`src/rtl/output_bus_receiver.sv`:
```
// Pixel output bus receiver: rebuilds rows from strobed beats
// and presents them to a consumer over valid/ready.
module output_bus_receiver #(
  parameter int PIXEL_ARRAY_WIDTH  = 8,
  parameter int PIXEL_ARRAY_HEIGHT = 8,
  parameter int OUTPUT_BUS_WIDTH   = 2,
  parameter int PIXEL_BITS         = 8,
  localparam int BEATS     = PIXEL_ARRAY_WIDTH / OUTPUT_BUS_WIDTH,
  localparam int BEAT_BITS = (BEATS > 1) ? $clog2(BEATS) : 1,
  localparam int ROW_BITS  = (PIXEL_ARRAY_HEIGHT > 1) ?
                             $clog2(PIXEL_ARRAY_HEIGHT) : 1,
  localparam int BEAT_W    = OUTPUT_BUS_WIDTH * PIXEL_BITS,
  localparam int ROW_W     = PIXEL_ARRAY_WIDTH * PIXEL_BITS
) (
  input  logic                CLK,
  input  logic                RESET,
  input  logic                BUS_STROBE,
  input  logic [BEAT_W-1:0]   BUS_DATA,
  output logic [ROW_W-1:0]    ROW_DATA,
  output logic                ROW_VALID,
  input  logic                ROW_READY,
  output logic [ROW_BITS-1:0] ROW_INDEX,
  output logic                FRAME_END,
  output logic                OVERFLOW,
  output logic                SHORT_ERR,
  input  logic                CLEAR_ERR
);

  typedef enum logic {IDLE, RECV} state_t;

  state_t r_state;
  state_t w_next;

  logic [BEAT_BITS-1:0] r_beat_cnt;
  logic [ROW_BITS-1:0]  r_row_cnt;
  logic [ROW_W-1:0]     r_buf;
  logic [ROW_W-1:0]     r_row_data;
  logic                 r_row_valid;
  logic [ROW_BITS-1:0]  r_row_index;
  logic                 r_frame_end;
  logic                 r_overflow;
  logic                 r_short_err;

  logic [ROW_W-1:0] w_row;
  logic             w_last;
  logic             w_accept;
  logic             w_load;
  logic             w_drop;
  logic             w_short;
  logic             w_row_wrap;

  // Buffer with the current beat merged in, so completion needs no extra cycle
  always_comb begin
    w_row = r_buf;
    for (int b = 0; b < BEATS; b++) begin
      if (BEAT_BITS'(b) == r_beat_cnt)
        w_row[b*BEAT_W +: BEAT_W] = BUS_DATA;
    end
  end

  assign w_last     = BUS_STROBE &&
                      (r_beat_cnt == BEAT_BITS'(BEATS - 1));
  assign w_accept   = r_row_valid && ROW_READY;
  assign w_load     = w_last && (!r_row_valid || w_accept);
  assign w_drop     = w_last && !w_load;
  assign w_short    = (r_state == RECV) && !BUS_STROBE;
  assign w_row_wrap = (r_row_cnt ==
                       ROW_BITS'(PIXEL_ARRAY_HEIGHT - 1));

  always_ff @(posedge CLK or posedge RESET) begin
    if (RESET)
      r_state <= IDLE;
    else
      r_state <= w_next;
  end

  always_comb begin
    w_next = IDLE;
    unique case (r_state)
      IDLE: if (BUS_STROBE && !w_last) w_next = RECV;
      RECV: if (BUS_STROBE && !w_last) w_next = RECV;
      default: w_next = IDLE;
    endcase
  end

  always_ff @(posedge CLK or posedge RESET) begin
    if (RESET) begin
      r_beat_cnt  <= '0;
      r_row_cnt   <= '0;
      r_buf       <= '0;
      r_row_data  <= '0;
      r_row_valid <= 1'b0;
      r_row_index <= '0;
      r_frame_end <= 1'b0;
      r_overflow  <= 1'b0;
      r_short_err <= 1'b0;
    end else begin
      if (BUS_STROBE) begin
        r_buf      <= w_row;
        r_beat_cnt <= w_last ? '0
                             : r_beat_cnt + BEAT_BITS'(1);
      end else begin
        r_beat_cnt <= '0;
      end

      // Dropped rows still advance the count to keep frame alignment
      if (w_last)
        r_row_cnt <= w_row_wrap ? '0
                                : r_row_cnt + ROW_BITS'(1);

      if (w_load) begin
        r_row_data  <= w_row;
        r_row_index <= r_row_cnt;
        r_frame_end <= w_row_wrap;
        r_row_valid <= 1'b1;
      end else if (w_accept) begin
        r_row_valid <= 1'b0;
      end

      if (w_drop)
        r_overflow <= 1'b1;
      else if (CLEAR_ERR)
        r_overflow <= 1'b0;

      if (w_short)
        r_short_err <= 1'b1;
      else if (CLEAR_ERR)
        r_short_err <= 1'b0;
    end
  end

  assign ROW_DATA  = r_row_data;
  assign ROW_VALID = r_row_valid;
  assign ROW_INDEX = r_row_index;
  assign FRAME_END = r_frame_end;
  assign OVERFLOW  = r_overflow;
  assign SHORT_ERR = r_short_err;

endmodule

```
`config.mk`:
```
export PLATFORM = sky130hd
export DESIGN_NAME = output_bus_receiver
export DESIGN_NICKNAME = d
export VERILOG_FILES = /design/src/rtl/output_bus_receiver.sv
export SDC_FILE = /design/constraint.sdc
export NUM_CORES = 1
export LEC_CHECK = 0
export ABC_AREA = 1
export BUFFER_PORTS_ARGS = -buffer_cell sky130_fd_sc_hd__clkbuf_2
export CAP_MARGIN = 5
export CORE_ASPECT_RATIO = 0.9
export CORE_UTILIZATION = 35
export DETAILED_ROUTE_END_ITERATION = 12
export SETUP_SLACK_MARGIN = 0.4
export SLEW_MARGIN = 0
export SYNTH_ARGS = -nofsm -noshare
export SYNTH_HDL_FRONTEND = slang
export SYNTH_SLANG_ARGS = --single-unit
```
`constraint.sdc`:
```
create_clock -name CLK -period 8 [get_ports CLK]
set_input_delay 1.6 -clock CLK [delete_from_list [all_inputs] [get_ports CLK]]
set_output_delay 1.6 -clock CLK [all_outputs]
set_load 0.05 [all_outputs]
```
# After elaboration in Yosys (flattened, before gate mapping)
# Cells that the tools add are included.
[op_classes]
n_addsub = 2
n_eq_ne = 5
muxes = 13
n_reduce_logical = 15
[ops]
columns = ["cell", "n"]
rows = [
  ["16-bit 2-to-1 mux", 4],
  ["1-bit logical AND", 6],
  ["1-bit 2-to-1 mux", 6],
  ["2-bit nonzero test", 3],
  ["2-bit equality test (first input constant)", 2],
  ["1-bit logical NOT", 4],
  ["2-bit 2-to-1 mux", 2],
  ["3-bit by 1-bit adder with 3-bit output (second input constant)", 1],
  ["3-bit equality test (second input constant)", 1],
  ["3-bit 2-to-1 mux", 1],
  ["2-bit by 1-bit adder with 2-bit output (second input constant)", 1],
  ["1-bit by 2-bit equality test with 1-bit output (first input constant)", 1],
  ["2-bit equality test (second input constant)", 1],
  ["2-bit logical NOT", 1],
  ["1-bit logical OR", 1],
]
[totals]
reg_bits = 141
input_bits = 21
out_inout_bits = 71
elab_cells = 45

# Logic depth before layout (Yosys ltp)
# Gate-level depths: netlist of run 1.
[depth]
ltp_word = 6
mapped_depth = 9
mapped_depth_nobuf = 6

# Worst setup path after synthesis of run 1
# No wires, ideal clock.
[synth_path]
path_type = "input port to flip-flop"
start = "input port BUS_STROBE"
end = "register r_row_data[18], in the netlist ROW_DATA[18]"
setup_ns = 0.118
t_arrival_ns = 2.381
required_ns = 7.882
setup_slack_ns = 5.502
cell_stages = 8
n_path_buf = 3
cell_sequence = "buf_2 nand2_4 inv_2 nand2_2 buf_4 buf_4 nand2_1 nand2_1"
[synth_between]
elab_chain_cells = 2
[synth_lines]
columns = ["element", "line_no", "text"]
rows = [
  ["start: declaration", "17", "input logic BUS_STROBE,"],
  ["1-bit logical AND", "61", "assign w_last = BUS_STROBE &&"],
  ["1-bit logical AND", "64", "assign w_load = w_last && (!r_row_valid || w_accept);"],
  ["end signal: assignment", "112", "r_row_data <= w_row;"],
  ["end: declaration", "37", "logic [ROW_W-1:0] r_row_data;"],
]
# Every way passes these cells.
# A chain may end at the register's enable or synchronous reset.

# Final worst setup path of run 1
[layout_path]
start = "input port BUS_STROBE"
end = "register r_row_data[42], in the netlist ROW_DATA[42]"
# The elaborated chain is that of the path after synthesis.

==> results of run 1 <==
## metrics by stage
stage,hold WS [ns],util
after floorplan,0.430,-
after global placement,0.461,0.398
after detailed placement,0.465,0.398
after CTS,0.480,0.432
after global routing,0.494,0.432
final,0.476,0.432
## cells in the mapped netlist (all sizes together)
cell type,number,area [µm²]
clkinv,1,3.75
nor2,2,7.51
buf,19,108
o21ai,81,405
clkbuf,22,82.6
dfrtp,141,3530
inv,72,270
a21oi,1,16.3
nand3,4,20.0
nor3,1,5.00
ha,6,75.1
o22ai,1,6.26
nand2,439,1660
## cells in the final DEF (no fill, tap or decap)
| cell | n |
|---|---|
| nand2_1 | 437 |
| dfrtp_1 | 141 |
| clkbuf_2 | 91 |
| o21ai_0 | 81 |
| inv_1 | 70 |
| clkbuf_16 | 17 |
| clkinvlp_4 | 8 |
| ha_1 | 6 |
| buf_4 | 6 |
| nand3_1 | 4 |
| inv_6 | 3 |
| clkbuf_8 | 3 |
| nor2_1 | 2 |
| nand2_4 | 1 |
| a21oi_4 | 1 |
| inv_2 | 1 |
| nand2_2 | 1 |
| clkinv_1 | 1 |
| nor3_1 | 1 |
| o22ai_1 | 1 |
| bufinv_16 | 1 |
| clkinv_2 | 1 |
## cell families after synthesis
family                     count (synthesis)
and+or+nand+nor                          446
adders and majority gates                  6
DFF                                      141
AOI/OAI and AO/OA                         83
buffers and inverters                    114
## per-layer routing
metal	up-vias	GRT usage	wire, µm
li1	2534	-	-
met1	2315	0.253	7530
met2	117	0.282	6910
met3	17	0.0430	715
met4	0	0.0582	192
met5	-	0	0
## worst paths after layout
kind / from / end / slack, ns
min in group asynchronous: RESET / ROW_DATA[58]$_DFFE_PP0P_ / 1.30
max in group asynchronous: RESET / ROW_DATA[30]$_DFFE_PP0P_ / 5.47
hold reg to reg: ROW_DATA[43]$_DFFE_PP0P_ / ROW_DATA[43]$_DFFE_PP0P_ / 0.48
hold / removal: ROW_DATA[43]$_DFFE_PP0P_ / ROW_DATA[43]$_DFFE_PP0P_ / 0.48
setup reg to reg: r_beat_cnt[0]$_DFF_PP0_ / ROW_DATA[42]$_DFFE_PP0P_ / 5.75
setup / recovery: BUS_STROBE / ROW_DATA[42]$_DFFE_PP0P_ / 4.84
## area by class of cell
cell class                      instances  share of cell area
Timing Repair Buffer                   97              0.0679
Tap cell                              235              0.0399
Multi-Input combinational cell        535               0.297
Clock buffer                           20              0.0633
Clock inverter                         12              0.0153
Inverter                               73              0.0378
Sequential cell                       141               0.478
## registers in the layout, summed over array words and instances, names as in the netlist
signal and count:
r_state 1, OVERFLOW 1, r_beat_cnt 2, ROW_INDEX 3, ROW_DATA 64, ROW_VALID 1, r_buf 64, SHORT_ERR 1
FRAME_END 1, r_row_cnt 3
## worst min-delay path, stage by stage, from the launching register on
cell,delay [ns]
dfrtp_1,0.34
nand2_1,0.05
nand2_1,0.05
## power breakdown
group | leakage [nW] | switching (mW) | internal, mW
Sequential | 1.80 | 0.132 | 0.965
Clock | 0.259 | 0.314 | 0.453
Combinational | 1.97 | 0.859 | 0.244
Total | 4.03 | 1.30 | 1.66
==> impl_metrics.csv, run 1 <==
group,metric,value,unit
run_status,status,"completed",
sta,finalClockSkew,0.00705,ns
worst_setup_path,startpoint_type,"input port",
synth,synthDistinctLibCells,17,
sta,tightest_slew,0.978,ns
layout,seq_area,0.00353,mm²
sta,finalSetupTns,0,ns
sta,drv_slew,0,
floorplanning,io_pins,92,
synth,synth_compound_area_frac,0.0692,
worst_setup_path,critical-path-top-delay-family,"buffers and inverters",
synth,muxShareOfSynthArea,0,
synth,synth_cells,790,
routing,avgRoutedWirePerCell,13.8,µm
synth,yosys.area_share.adder,0.0121,
layout,final_nets,892,
placed_design,place_congestion,0.754,
clock_tree,path_clk_slew,0.06,ns
global_routing,grt_overflow,0,
global_routing,grt_pass1_vias,4806,
floorplanning,dieArea,0.0182,mm²
layout,instances_no_fill,1113,
power,p_per_area,402,mW/mm²
floorplanning,rows,45,
synth,synth-xor-area-share,0,
sta,finalHoldViolCount,0,
routing,viasPerCell,4.48,
hold_path,worstHoldPathType,"flop to flop",
layout,fillers,1740,
layout,finalInstanceArea,0.00737,mm²
clock_tree,clockRootBuffer,"clkbuf_16",
run,cap_violations,0,
worst_setup_path,r2r_cells,8,
synth,syn_nets,817,
hold_path,hold_path_depth,2,
worst_setup_path,crit_chain,"clkbuf_2 -> buf_4 -> nand2_4 -> inv_2 -> nand2_2 -> buf_4 -> nand2_1 -> nand2_1",
floorplanning,die_w,142,µm
sta,setup_viol,0,
worst_setup_path,end_kind,"flop",
clock_tree,ctsResizeCount,0,
synth,syn_avg_cell_area,7.83,µm²
global_routing,grt_max_degree,88,
synth,yosys.area_share.simple,0.273,
routing,via_count,4983,
power,power,2.97,mW
synth,ys_seq_elements,141,
placed_design,dp_slack,4.42,ns
synth,ys_seq_area_frac,0.570,
worst_setup_path,critical_path.max_fanout,68,
synth,synth-warning-count,0,
power,irDropWorstVdd,0.146,mV
sta,rsz0062_at_grt,"false",
worst_setup_path,critical_path_buf_inv_count,4,
sta,period_share,0.395,
synth,synth_top_family_by_area,"simple AND/OR/NAND/NOR gates",
placed_design,place_inst,1081,
layout,multi_input_area,0.00219,mm²
global_routing,grt_first_pass_wirelength,25300,µm
global_routing,grt_usage,0.183,
clock_tree,post_cts_buffers,0,
layout,area_growth,19.2,%
clock_tree,cts_made_buffers,17,
clock_tree,clock_path_buffers,2,
placed_design,dpl_cell_area,0.00680,mm²
routing,finalWirelength,15400,µm
clock_tree,worstSkewPairLatency,0.42,ns
placed_design,dpl.hpwl,9660,µm
layout,layout-drive-gt1-share,0.153,
worst_setup_path,crit_type,"input port to flop",
power,cellLeakagePower,4.03,nW
clock_tree,cts_hold_buf,0,
sta,post-route-min-period,3.16,ns
routing,drc,0,
routing,first_pass_iters,5,
worst_setup_path,slowest_delay,0.46,ns
routing,initialDrtViolationCount,364,
routing,detail-route-antenna-nets,0,
sta,fmax,317,MHz
sta,layout_setup_ws,4.84,ns
clock_tree,cts_tree,"done",
floorplanning,start_util,0.363,
floorplanning,core,0.0171,mm²
worst_setup_path,path_depth,8,
synth,netlist_area,0.00619,mm²
worst_setup_path,slowest_stage,"buf_4",
global_routing,grt_antenna_before_repair,0,
placed_design,port-buffer-count,91,
worst_setup_path,required,8.31,ns
sta,slew_headroom,0.348,
layout,antenna-diode-count,0,
clock_tree,cts_num_sinks,141,
floorplanning,die_y,128,µm
worst_setup_path,arrival,3.47,ns
clock_tree,htreeDepth,4,
Note: power is estimated with default switching activity, not from simulation.
==> run 2, diff against run 1 <==
--- a/config.mk
+++ b/config.mk
@@ -5,7 +5,7 @@
 export SDC_FILE = /design/constraint.sdc
 export NUM_CORES = 1
 export LEC_CHECK = 0
-export ABC_AREA = 1
+export ABC_AREA = 0
 export BUFFER_PORTS_ARGS = -buffer_cell sky130_fd_sc_hd__clkbuf_2
 export CAP_MARGIN = 5
 export CORE_ASPECT_RATIO = 0.9
==> constraint.sdc (replaced) <==
create_clock -name CLK -period 2.8 [get_ports CLK]
set_input_delay 0.56 -clock CLK [delete_from_list [all_inputs] [get_ports CLK]]
set_output_delay 0.56 -clock CLK [all_outputs]
set_load 0.05 [all_outputs]
==> run 2 against run 1 <==
Net effect:
- combinational power rose to 3.1 times the previous value
- hold slack worse by 0.20 ns
- largest cell class unchanged
- clock skew is 0.0021 ns higher
- die area fell by 12%
- non-clock buffer count is 3 higher
- setup slack lost 4.0 ns
- via count decreased by 40%
- synthesized cell count decreased by 57%
- synthesized area fell by 13%
- design area down 9.7%
- power rose to 2.9 times the previous value
==> impl_metrics.csv, run 2 <==
group,metric,value,unit
run_status,status,"completed",
worst_setup_path,startpoint_type,"flop",
sta,setup_viol,0,
power,p_sw,3.40,mW
synth,synth_edf_count,0,
worst_setup_path,crit_type,"flop to flop",
synth,synth-warning-count,0,
worst_setup_path,slowest_stage,"nand2_1",
global_routing,grt_antenna_before_repair,0,
layout,largest_reg_flops,64,
hold_path,worstHoldPathType,"input port to asynchronous set/reset pin",
worst_setup_path,critical-path-top-delay-family,"simple AND/OR/NAND/NOR gates",
synth,ys_top_cells_by_count,"mux2_2 (146), dfrtp_1 (125), mux2_4 (20)",
global_routing,grt_overflow,0,
clock_tree,cts_hold_buf,0,
floorplanning,core,0.0149,mm²
synth,synth_top_area_frac,0.578,
synth,synth_flop_cell,"dfrtp_1",
floorplanning,die_y,120,µm
routing,drc,0,
synth,ys_seq_elements,125,
floorplanning,io_pins,92,
power,p_seq_frac,0.343,
global_routing,grt_usage,0.154,
sta,post-route-min-period,1.93,ns
sta,period_share,0.688,
power,irDropWorstVdd,0.568,mV
sta,rsz0062_at_grt,"false",
worst_setup_path,arrival,2.22,ns
clock_tree,cts_tree,"done",
routing,avgRoutedWirePerCell,17.1,µm
floorplanning,rows,42,
layout,area_growth,23.0,%
clock_tree,clockRootBuffer,"clkbuf_16",
routing,detail-route-antenna-nets,0,
synth,synth_top_area_cell,"dfrtp_1",
sta,slew_headroom,0.514,
synth,syn_nets,363,
layout,final_nets,463,
synth,syn_avg_cell_area,16.1,µm²
power,clkPwrFrac,0.262,
power,swShare,0.397,
worst_setup_path,end_kind,"flop",
clock_tree,ctsResizeCount,0,
global_routing,grt_max_degree,126,
global_routing,grt_pass1_vias,3366,
routing,initialDrtViolationCount,149,
power,p_int,5.16,mW
clock_tree,path_clk_slew,0.05,ns
floorplanning,dieArea,0.0160,mm²
sta,finalHoldViolCount,0,
clock_tree,cts_num_sinks,125,
synth,yosysMostFrequentCell,"mux2_2",
layout,final_common_cell,"mux2_2",
sta,finalClockSkew,0.00919,ns
synth,synth_area_leaders,"dfrtp_1 (58%), mux2_2 (30%), mux2_4 (5.5%), ha_1 (1.4%), buf_2 (0.92%)",
placed_design,place_congestion,0.642,
layout,antenna-diode-count,0,
power,cellLeakagePower,3.13,nW
sta,fmax,519,MHz
power,combinationalPowerShare,0.396,
sta,drv_slew,0,
floorplanning,start_util,0.363,
power,p_per_area,1280,mW/mm²
sta,finalSetupTns,0,ns
sta,hold_ws,0.278,ns
routing,viasPerCell,4.66,
clock_tree,clock_path_buffers,2,
clock_tree,cts_made_buffers,17,
synth,ys_seq_area_frac,0.578,
clock_tree,worstSkewPairLatency,0.42,ns
routing,finalWirelength,11000,µm
clock_tree,post_cts_buffers,0,
worst_setup_path,crit_chain,"inv_1 -> ha_1 -> nand2_1 -> mux2_2",
synth,async_flop_share,1.00,
routing,first_pass_iters,4,
worst_setup_path,slowest_delay,0.51,ns
synth,synthDistinctLibCells,18,
placed_design,port-buffer-count,91,
layout,fillers,1345,
clock_tree,htreeDepth,4,
layout,most-common-layout-cells,"mux2_2 (146), dfrtp_1 (125), clkbuf_2 (91)",
placed_design,dpl.hpwl,7080,µm
floorplanning,die_w,133,µm
worst_setup_path,critical_path_buf_inv_count,1,
routing,via_count,3009,
synth,netlist_area,0.00541,mm²
worst_setup_path,required,3.09,ns
worst_setup_path,critical_path.max_fanout,16,
run,cap_violations,0,
layout,layout-drive-gt1-share,0.665,
global_routing,grt_first_pass_wirelength,18400,µm
synth,synth_cells,336,
sta,tightest_slew,0.729,ns
[run 2: cell types whose count changed in the layout (fill, tap and decap cells not counted), moves of 3 or more]
| cell | before | now |
|---|---|---|
| inv_6 | 3 | 0 |
| dfrtp_1 | 141 | 125 |
| nand2_1 | 437 | 4 |
| clkinv_2 | 1 | 4 |
| clkbuf_1 | 0 | 3 |
| nand3_1 | 4 | 0 |
| inv_1 | 70 | 5 |
| clkinvlp_4 | 8 | 1 |
| mux2_4 | 0 | 20 |
| mux2_2 | 0 | 146 |
| o21ai_0 | 81 | 0 |
[run 2: metrics by stage]
stage,total power [mW],cells,util,setup WS (ns),area [µm²]
final,8.55,646,0.446,0.874,6660
after floorplan,5.58,336,-,0.701,5420
after global placement,6.31,615,0.406,0.909,6050
after global routing,8.98,646,0.446,0.721,6660
after CTS,8.66,646,0.446,0.837,6660
after detailed placement,6.38,615,0.406,0.866,6050
[run 2: tightest hold or removal path, stage by stage]
cell and delay (ns):
clkbuf_2 0.10, clkinvlp_4 0.07, buf_12 0.44
[run 2: routing by layer]
layer | part of all wire | vias to the layer above | GRT usage | wire [µm]
li1 | - | 1398 | - | -
met1 | 0.47 | 1539 | 0.202 | 5240
met2 | 0.47 | 54 | 0.238 | 5230
met3 | 0.034 | 18 | 0.0422 | 376
met4 | 0.018 | 0 | 0.0690 | 195
met5 | 0 | - | 0 | 0
[run 2: kinds of logic after synthesis]
logic type | synth area share
flops | 0.578
compound gates | 0.00370
mux | 0.359
buf+inv | 0.0308
fa+ha+maj | 0.0139
simple gates | 0.0143
[run 2: path summary, 6_finish.rpt]
check,from,end,slack [ns],cells past startpoint
max,r_beat_cnt[1]$_DFF_PP0_,r_buf[17]$_DFFE_PP0P_,0.87,4
min,RESET,FRAME_END$_DFFE_PP0P_,0.28,3
max reg2reg,r_beat_cnt[1]$_DFF_PP0_,r_buf[17]$_DFFE_PP0P_,0.87,4
min reg2reg,r_buf[41]$_DFFE_PP0P_,r_buf[41]$_DFFE_PP0P_,0.50,1
max in group asynchronous,RESET,ROW_DATA[62]$_DFFE_PP0P_,1.92,3
min in group CLK,CLEAR_ERR,SHORT_ERR$_DFFE_PP0P_,0.36,2
[run 2: power by group through the flow]
stage,sequential [mW],combinational (mW),clock (mW)
4_1_cts,2.94,3.42,2.30
3_5_place_dp,2.97,3.41,0
2_1_floorplan,4.50,1.08,0
3_3_place_gp,2.93,3.38,0
5_1_grt,3.04,3.56,2.38
6_report,2.93,3.39,2.24
[run 2: area by class of cell]
class	instances	area, µm²	share of cell area
timing repair buffer	100	536	0.0805
clock buffer	24	492	0.0739
clock inverter	7	110	0.0165
tap	198	248	0.0372
inverter	6	26.3	0.00395
multi-input combinational	186	2120	0.318
sequential	125	3130	0.470
